--- config.mk ---
export PLATFORM = sky130hd
export DESIGN_NAME = shift_add_mult
export DESIGN_NICKNAME = d
export VERILOG_FILES = /design/src/rtl/mult_pkg.sv /design/src/rtl/nAdder.sv /design/src/rtl/shift_add_mult.sv
export SDC_FILE = /design/constraint.sdc
export NUM_CORES = 1
export LEC_CHECK = 0
export ABC_AREA = 1
export BUFFER_PORTS_ARGS = -buffer_cell sky130_fd_sc_hd__buf_2
export CORE_MARGIN = 2
export CORE_UTILIZATION = 56
export DETAILED_ROUTE_END_ITERATION = 10
export GPL_ROUTABILITY_DRIVEN = 0
export GPL_TIMING_DRIVEN = 0
export HOLD_SLACK_MARGIN = 0.1
export PLACE_DENSITY = 0.87
export SLEW_MARGIN = 30
export SYNTH_ARGS = -nofsm -noshare
export SYNTH_HDL_FRONTEND = slang
export SYNTH_SLANG_ARGS = --single-unit
--- constraint.sdc ---
create_clock -name clk -period 2.65 [get_ports clk]
set_input_delay 0.53 -clock clk [delete_from_list [all_inputs] [get_ports clk]]
set_output_delay 0.53 -clock clk [all_outputs]
set_load 0.01 [all_outputs]
--- src/rtl/mult_pkg.sv ---
// mult_pkg: shared types and helpers for the shift-and-add multiplier.
//    state_t : FSM state encoding (S_IDLE, S_RUN, S_DONE)
//    CNT_W   : width of the iteration counter for an N-bit operand
package mult_pkg;
   typedef enum logic [1:0] {S_IDLE, S_RUN, S_DONE} state_t;
   function automatic int CNT_W(input int n);
      return $clog2(n) + 1;
   endfunction
endpackage

--- src/rtl/nAdder.sv ---
// nAdder: N-bit ripple adder with carry-in and carry-out, the multiplier's datapath adder.
//    a, b : N-bit addends
//    cin  : carry-in
//    sum  : N-bit sum
//    cout : carry-out
module nAdder #(
   parameter int N = 8
) (
   input  logic [N-1:0] a,
   input  logic [N-1:0] b,
   input  logic         cin,
   output logic [N-1:0] sum,
   output logic         cout
);
   assign {cout, sum} = {1'b0, a} + {1'b0, b} + {{N{1'b0}}, cin};
endmodule

--- src/rtl/shift_add_mult.sv ---
// shift_add_mult: sequential unsigned NxN shift-and-add multiplier, latency N+1 cycles.
//    clk, rst  : clock, asynchronous active-high reset
//    start     : request; A/B sampled on the same edge
//    A, B      : multiplicand / multiplier (unsigned, N bits)
//    busy      : high while iterating
//    done      : one-cycle pulse, P valid from this cycle on
//    P         : 2N-bit product register
//    pend_full : pending operand slot occupied
// Optional build macro MULT_START_QUEUE_EN adds a one-deep pending operand slot so a
// start arriving during a run is queued instead of dropped.
module shift_add_mult
   import mult_pkg::*;
#(
   parameter int N = 8
) (
   input  logic           clk,
   input  logic           rst,
   input  logic           start,
   input  logic [N-1:0]   A,
   input  logic [N-1:0]   B,
   output logic           busy,
   output logic           done,
   output logic [2*N-1:0] P,
   output logic           pend_full
);
   localparam int CW = CNT_W(N);
   state_t state_q, state_d;
   logic [N-1:0]   mcand_q, mcand_d, mplier_q, mplier_d;
   logic [2*N-1:0] acc_q, acc_d, p_q, p_d;
   logic [CW-1:0]  cnt_q, cnt_d;
   logic [N-1:0]   add_b, sum;
   logic           cout, run, last, load, pend_w;
   logic [N-1:0]   ld_a, ld_b;
   nAdder #(.N(N)) u_add (
      .a    (acc_q[2*N-1:N]),
      .b    (add_b),
      .cin  (1'b0),
      .sum  (sum),
      .cout (cout)
   );
   assign run   = state_q == S_RUN;
   assign last  = cnt_q == CW'(N - 1);
   assign add_b = mplier_q[0] ? mcand_q : '0;
`ifdef MULT_START_QUEUE_EN
   logic [N-1:0] pend_a_q, pend_a_d, pend_b_q, pend_b_d;
   logic         pend_full_q, pend_full_d, pend_cap;
   assign pend_w = pend_full_q;
   // The slot is filled either by a start during a run (when empty) or by a start in
   // DONE while the slot's current contents are being consumed by the next run.
   always_comb begin
      pend_cap    = (run && start && !pend_full_q) || (state_q == S_DONE && pend_full_q && start);
      pend_a_d    = pend_cap ? A : pend_a_q;
      pend_b_d    = pend_cap ? B : pend_b_q;
      pend_full_d = run ? (pend_full_q | start) :
                    (state_q == S_DONE) ? (pend_full_q & start) : pend_full_q;
   end
   always_ff @(posedge clk or posedge rst) begin
      if (rst) begin
         pend_a_q    <= '0;
         pend_b_q    <= '0;
         pend_full_q <= 1'b0;
      end else begin
         pend_a_q    <= pend_a_d;
         pend_b_q    <= pend_b_d;
         pend_full_q <= pend_full_d;
      end
   end
   assign ld_a = pend_full_q ? pend_a_q : A;
   assign ld_b = pend_full_q ? pend_b_q : B;
`else
   assign pend_w = 1'b0;
   assign ld_a   = A;
   assign ld_b   = B;
`endif
   always_ff @(posedge clk or posedge rst) begin
      if (rst) state_q <= S_IDLE;
      else     state_q <= state_d;
   end
   always_comb begin
      state_d = state_q;
      case (state_q)
         S_IDLE:  state_d = start ? S_RUN : S_IDLE;
         S_RUN:   state_d = last ? S_DONE : S_RUN;
         S_DONE:  state_d = (start || pend_w) ? S_RUN : S_IDLE;
         default: state_d = S_IDLE;
      endcase
   end
   always_comb begin
      busy      = run;
      done      = state_q == S_DONE;
      P         = p_q;
      pend_full = pend_w;
   end
   // Datapath: a new operation loads operands and clears the accumulator; each RUN cycle
   // adds the gated multiplicand into the high half and shifts the N+1-bit result right.
   always_comb begin
      load     = (state_q == S_IDLE && start) || (state_q == S_DONE && (start || pend_w));
      mcand_d  = load ? ld_a : mcand_q;
      mplier_d = load ? ld_b : run ? (mplier_q >> 1) : mplier_q;
      acc_d    = load ? '0 : run ? {cout, sum, acc_q[N-1:1]} : acc_q;
      cnt_d    = load ? '0 : run ? cnt_q + 1'b1 : cnt_q;
      p_d      = (run && last) ? acc_d : p_q;
   end
   always_ff @(posedge clk or posedge rst) begin
      if (rst) begin
         mcand_q  <= '0;
         mplier_q <= '0;
         acc_q    <= '0;
         cnt_q    <= '0;
         p_q      <= '0;
      end else begin
         mcand_q  <= mcand_d;
         mplier_q <= mplier_d;
         acc_q    <= acc_d;
         cnt_q    <= cnt_d;
         p_q      <= p_d;
      end
   end
endmodule
# Word-level counts from Yosys, hierarchy flattened
# Index checks and enable logic that the tools add are counted.
# word_totals
wordCells	28
out_inout_bits	19
in_bits	19
regBits	54
# classes
add_sub_neg	2
mux	10
reduce_logical	7
eq_ne	3
# op_table
op	count
$mux W16	2
$mux W8	3
$add A8 B8 Y9	1
$mux W4	2
$add A4 B1 Y4 const B	1
$eq A4 B3 Y1 const B	1
$pmux W2 S2	1
$logic_and A1 B1 Y1	3
$eq A2 B1 Y1 const B	1
$eq A2 B2 Y1 const B	1
$logic_not A2 Y1	1
$mux W2	1
$reduce_bool A2 Y1	1
$reduce_or A2 Y1	1
$logic_or A1 B1 Y1	1
$mux W1	1

# Longest topological paths before layout
# depth
depth_word	4
ltp_mapped	15
depth_no_buf	14

# Cells and area by module
# A second synthesis with hierarchy kept.
# unflattened
cells_unflattened	327
area_unflattened_um2	2715.1
# modules_own_cells
mod	n_inst	seq_area_each_um2	cells_each	area_each_um2
shift_add_mult	1	1326.3	268	2331.0
nAdder	1	0.0	59	384.1

# Least setup slack after synthesis
# Ideal clock, no wire load.
# synth_path
path_kind	reg2reg
start	register mplier_q[0]
end	register acc_q[11]
required_ns	2.531
period_less_slack_ns	1.864
path_buffers	1
stages_incl_launch_ff	13
arrival_ns	1.745
setup_time_ns	0.119
setup_slack_ns	0.786
cell_sequence	dfrtp_1 -> clkbuf_1 -> nand2_1 -> inv_1 -> ha_1 -> inv_1 -> fa_1 -> inv_1 -> nand2_1 -> nand2_1 -> nand2_1 -> xnor2_1 -> o21a_1
# synth_via
elab_chain_len	4
# synth_rtl
element	line	rtl
start, declared	shift_add_mult.sv:28	logic [N-1:0] mcand_q, mcand_d, mplier_q, mplier_d;
start signal, assigned	shift_add_mult.sv:113	mplier_q <= mplier_d;
$mux W8	shift_add_mult.sv:43	assign add_b = mplier_q[0] ? mcand_q : '0;
$add A8 B8 Y9	nAdder.sv:15	assign {cout, sum} = {1'b0, a} + {1'b0, b} + {{N{1'b0}}, cin};
$mux W16 (2 in series)	shift_add_mult.sv:100	acc_d = load ? '0 : run ? {cout, sum, acc_q[N-1:1]} : acc_q;
named net acc_d[11]	shift_add_mult.sv:29	logic [2*N-1:0] acc_q, acc_d, p_q, p_d;
end signal, assigned	shift_add_mult.sv:108	acc_q <= '0;
end signal, assigned	shift_add_mult.sv:114	acc_q <= acc_d;
end, declared	shift_add_mult.sv:29	
# The timed path passes the listed nets, and every way through them passes these cells.
# A chain may end at the register's enable or synchronous reset.

# Worst setup path in the final report
# layout_path
start	register mplier_q[0]
end	register p_q[11], in the netlist P[11]
# layout_via
elab_chain_len	4
# layout_rtl
element	line	rtl
$mux W8	shift_add_mult.sv:43	
$add A8 B8 Y9	nAdder.sv:15	
$mux W16 (2 in series)	shift_add_mult.sv:100	
end signal, assigned	shift_add_mult.sv:116	p_q <= p_d;
end, declared	shift_add_mult.sv:29	
# No other way between the ends.

==> impl_metrics.py <==
metrics = {
    "outcome": {
        "outcome": "complete, no violations",
    },
    "sta": {
        "rsz0062_at_grt": "false",
        "min_period_ns": 2.24,
        "finalHoldViolCount": 0,
        "max_clock_freq_mhz": 447,
        "tns_ns": 0,
        "setup_viol": 0,
        "drv_slew": 0,
        "period_share_pct": 84.5,
        "skew_ns": 0.00578,
    },
    "global_route": {
        "antenna_found_initial": 0,
        "grt_pass1_wl_um": 9000,
        "grt_pass1_vias": 1991,
        "grt_use_total_pct": 22.5,
        "grt_max_degree": 35,
        "gr-total-overflow": 0,
    },
    "setup_path": {
        "reg2reg_from": "mplier_q[0]",
        "critPathKind": "reg -> reg",
        "rr_worst_depth": 13,
        "critPathCapture": "P[11]",
        "end_kind": "flop",
        "cp.required_ns": 2.91,
        "startpoint": "mplier_q[0]",
        "reg2reg_slack_ns": 0.41,
        "r2r_end": "P[11]",
        "setup.worst_path.start_class": "flop",
        "critical_path_arrival_ns": 2.50,
        "critPathMaxFanout": 9,
    },
    "power": {
        "power.internal_mw": 2.14,
        "p_switching_mw": 1.68,
        "leakage_nw": 1.69,
        "power_frac_comb_pct": 52.0,
        "switching_share_pct": 43.9,
        "peakVddDrop_uv": 665,
        "power.share.clock_pct": 11.8,
        "p_per_area_nw_per_um2": 1280,
        "seqPwrFrac_pct": 36.2,
    },
    "logic_synthesis": {
        "async_flop_share_pct": 100,
        "yosysTopAreaCellShare_pct": 50.5,
        "synth-edff-count": 0,
        "synth.most_common_cell": "nand2_1",
        "yosysWarnings": 0,
        "syn_nets": 338,
        "synth_area_per_cell_um2": 8.50,
        "ys_top_cells_by_count": "nand2_1, dfrtp_1, inv_1",
        "syn_inst": 309,
        "ys.flop_type": "dfrtp_1",
        "ys_seq_area_share_pct": 50.5,
        "synth.area.top_cells": "dfrtp_1, nand2_1, inv_1, ha_1, nor2_1",
        "synth_top_area_cell": "dfrtp_1",
        "synth_seq_cells": 53,
        "synth.distinct_cells": 34,
        "syn_area_um2": 2630,
    },
    "placement": {
        "placed_area_um2": 2890,
        "dp_hpwl_um": 3940,
        "io_buffers": 36,
    },
    "detailed_routing": {
        "totalWireLength_um": 5330,
        "vias": 2054,
        "drcViolationCount": 0,
        "postRouteAntennaNets": 0,
        "firstDrtPassIters": 5,
        "drtIter0Drc": 121,
        "via_per_inst": 5.06,
        "wl_per_cell_um": 13.1,
    },
    "clock_tree": {
        "cts_tree": "yes",
        "clock_path_buffers": 2,
        "cts_buffers": 5,
        "h-tree-depth": 2,
        "cts_resized": 0,
        "post_cts_buffers": 0,
        "cts_sinks": 53,
        "clock-root-buffer": "clkbuf_8",
        "insertion_delay_ns": 0.31,
        "path_clk_slew_ns": 0.10,
        "hold_buffers": 0,
    },
    "final_layout": {
        "n_fill_cell": 356,
        "postLayoutCellArea_um2": 2980,
        "antenna-diode-count": 0,
        "final_nets": 382,
        "syn2layout_area_growth_pct": 13.5,
        "drive_above_1_share_pct": 20.1,
    },
    "floorplanning": {
        "dieWidth_um": 72.5,
        "die_h_um": 72.5,
        "initial_core_util_pct": 59.1,
        "io_pins": 38,
        "core-area_um2": 4440,
        "die_area_um2": 5250,
        "fp-row-count": 24,
    },
    "job": {
        "maxCapViolCount": 0,
    },
    "min_path": {
        "worstHoldPathType": "in -> async",
    },
}
==> registers in the layout (all words and copies together) (netlist names) <==
| name | cells |
|---|---|
| P | 16 |
| acc_q | 15 |
| cnt_q | 4 |
| mcand_q | 8 |
| mplier_q | 8 |
| state_q | 2 |
==> cell type report <==
class                           instances  area [µm²]  share of cell area [%]
Sequential cell                        53        1330                    44.5
Multi-Input combinational cell        206        1060                    35.5
Timing Repair Buffer                   37         200                    6.72
Inverter                               39         151                    5.08
Buffer                                 11        92.6                    3.11
Clock buffer                            5        68.8                    2.31
Tap cell                               52        65.1                    2.18
Clock inverter                          3        17.5                   0.588
==> placed cells by master (no fill, tap or decap), types with 2 or more instances in the layout <==
cell type	instances
nand2_1	110
dfrtp_1	53
buf_2	38
inv_1	34
nor2_1	26
nand3_1	12
o22ai_1	10
ha_1	9
a21oi_1	7
o21ai_0	7
buf_6	5
clkbuf_8	5
inv_2	3
buf_4	3
o21ai_1	3
nand4_1	3
inv_4	2
a21oi_2	2
or2_1	2
clkinv_2	2
==> metrics by stage <==
stage                     setup WS, ns  total power [mW]  util (%)  std cells  hold slack (ns)
after global routing             0.248              4.17      67.0        406            0.158
after CTS                        0.400              3.85      67.0        406            0.140
after floorplan                  0.786              2.88         -        309            0.449
after detailed placement         0.418              3.39      65.1        398            0.459
after global placement           0.217              3.27      64.6        397            0.458
final                            0.412              3.82      67.0        406            0.136
==> worst min-delay path by stage <==
stage | startpoint | end | slack (ns) | depth (start not counted)
final | rst | P[4] | 0.14 | 2
after global routing | rst | P[4] | 0.16 | 2
after CTS | rst | acc_q[6] | 0.14 | 2
after detailed placement | P[10] | P[10] | 0.46 | 2
after global placement | P[13] | P[13] | 0.46 | 2
after floorplan | mcand_q[0] | mcand_q[0] | 0.45 | 2
==> worst max-delay path: stages (launching register included) <==
cell,delay [ns]
dfrtp_1,0.34
clkbuf_1,0.31
nand2_1,0.09
inv_1,0.11
ha_1,0.19
inv_1,0.06
fa_1,0.35
inv_1,0.10
nand2_1,0.07
nand2_1,0.08
nand2_1,0.06
xnor2_1,0.19
nand4_1,0.15
nand2_1,0.09
==> power by group through the flow <==
stage / Sequential (mW) / Clock, mW / Combinational [mW]
floorplan: 1.41 / 0 / 1.47
global placement: 1.38 / 0 / 1.89
detailed placement: 1.40 / 0 / 1.98
CTS: 1.39 / 0.463 / 2.00
global route: 1.42 / 0.497 / 2.25
finish: 1.39 / 0.452 / 1.99
==> layer usage <==
| layer | vias to the layer above | share of wire [%] | track usage [%] |
|---|---|---|---|
| met1 | 938 | 47 | 30.4 |
| met3 | 9 | 5.7 | 5.42 |
| met4 | 0 | 1.8 | 8.23 |
| met2 | 54 | 45 | 35.6 |
| li1 | 1053 | - | - |
| met5 | - | 0 | 0 |
==> logic make-up after synthesis <==
kind of cell | synth area share [%]
AO/OA/AOI/OAI | 8.77
XOR/XNOR | 0.334
adder cells (fa/ha/maj) | 5.05
buffers and inverters | 9.20
flip-flops | 50.5
multiplexers | 0.429
other | 0.143
AND/OR/NAND/NOR | 25.5
(Power assumes the default switching activity.)
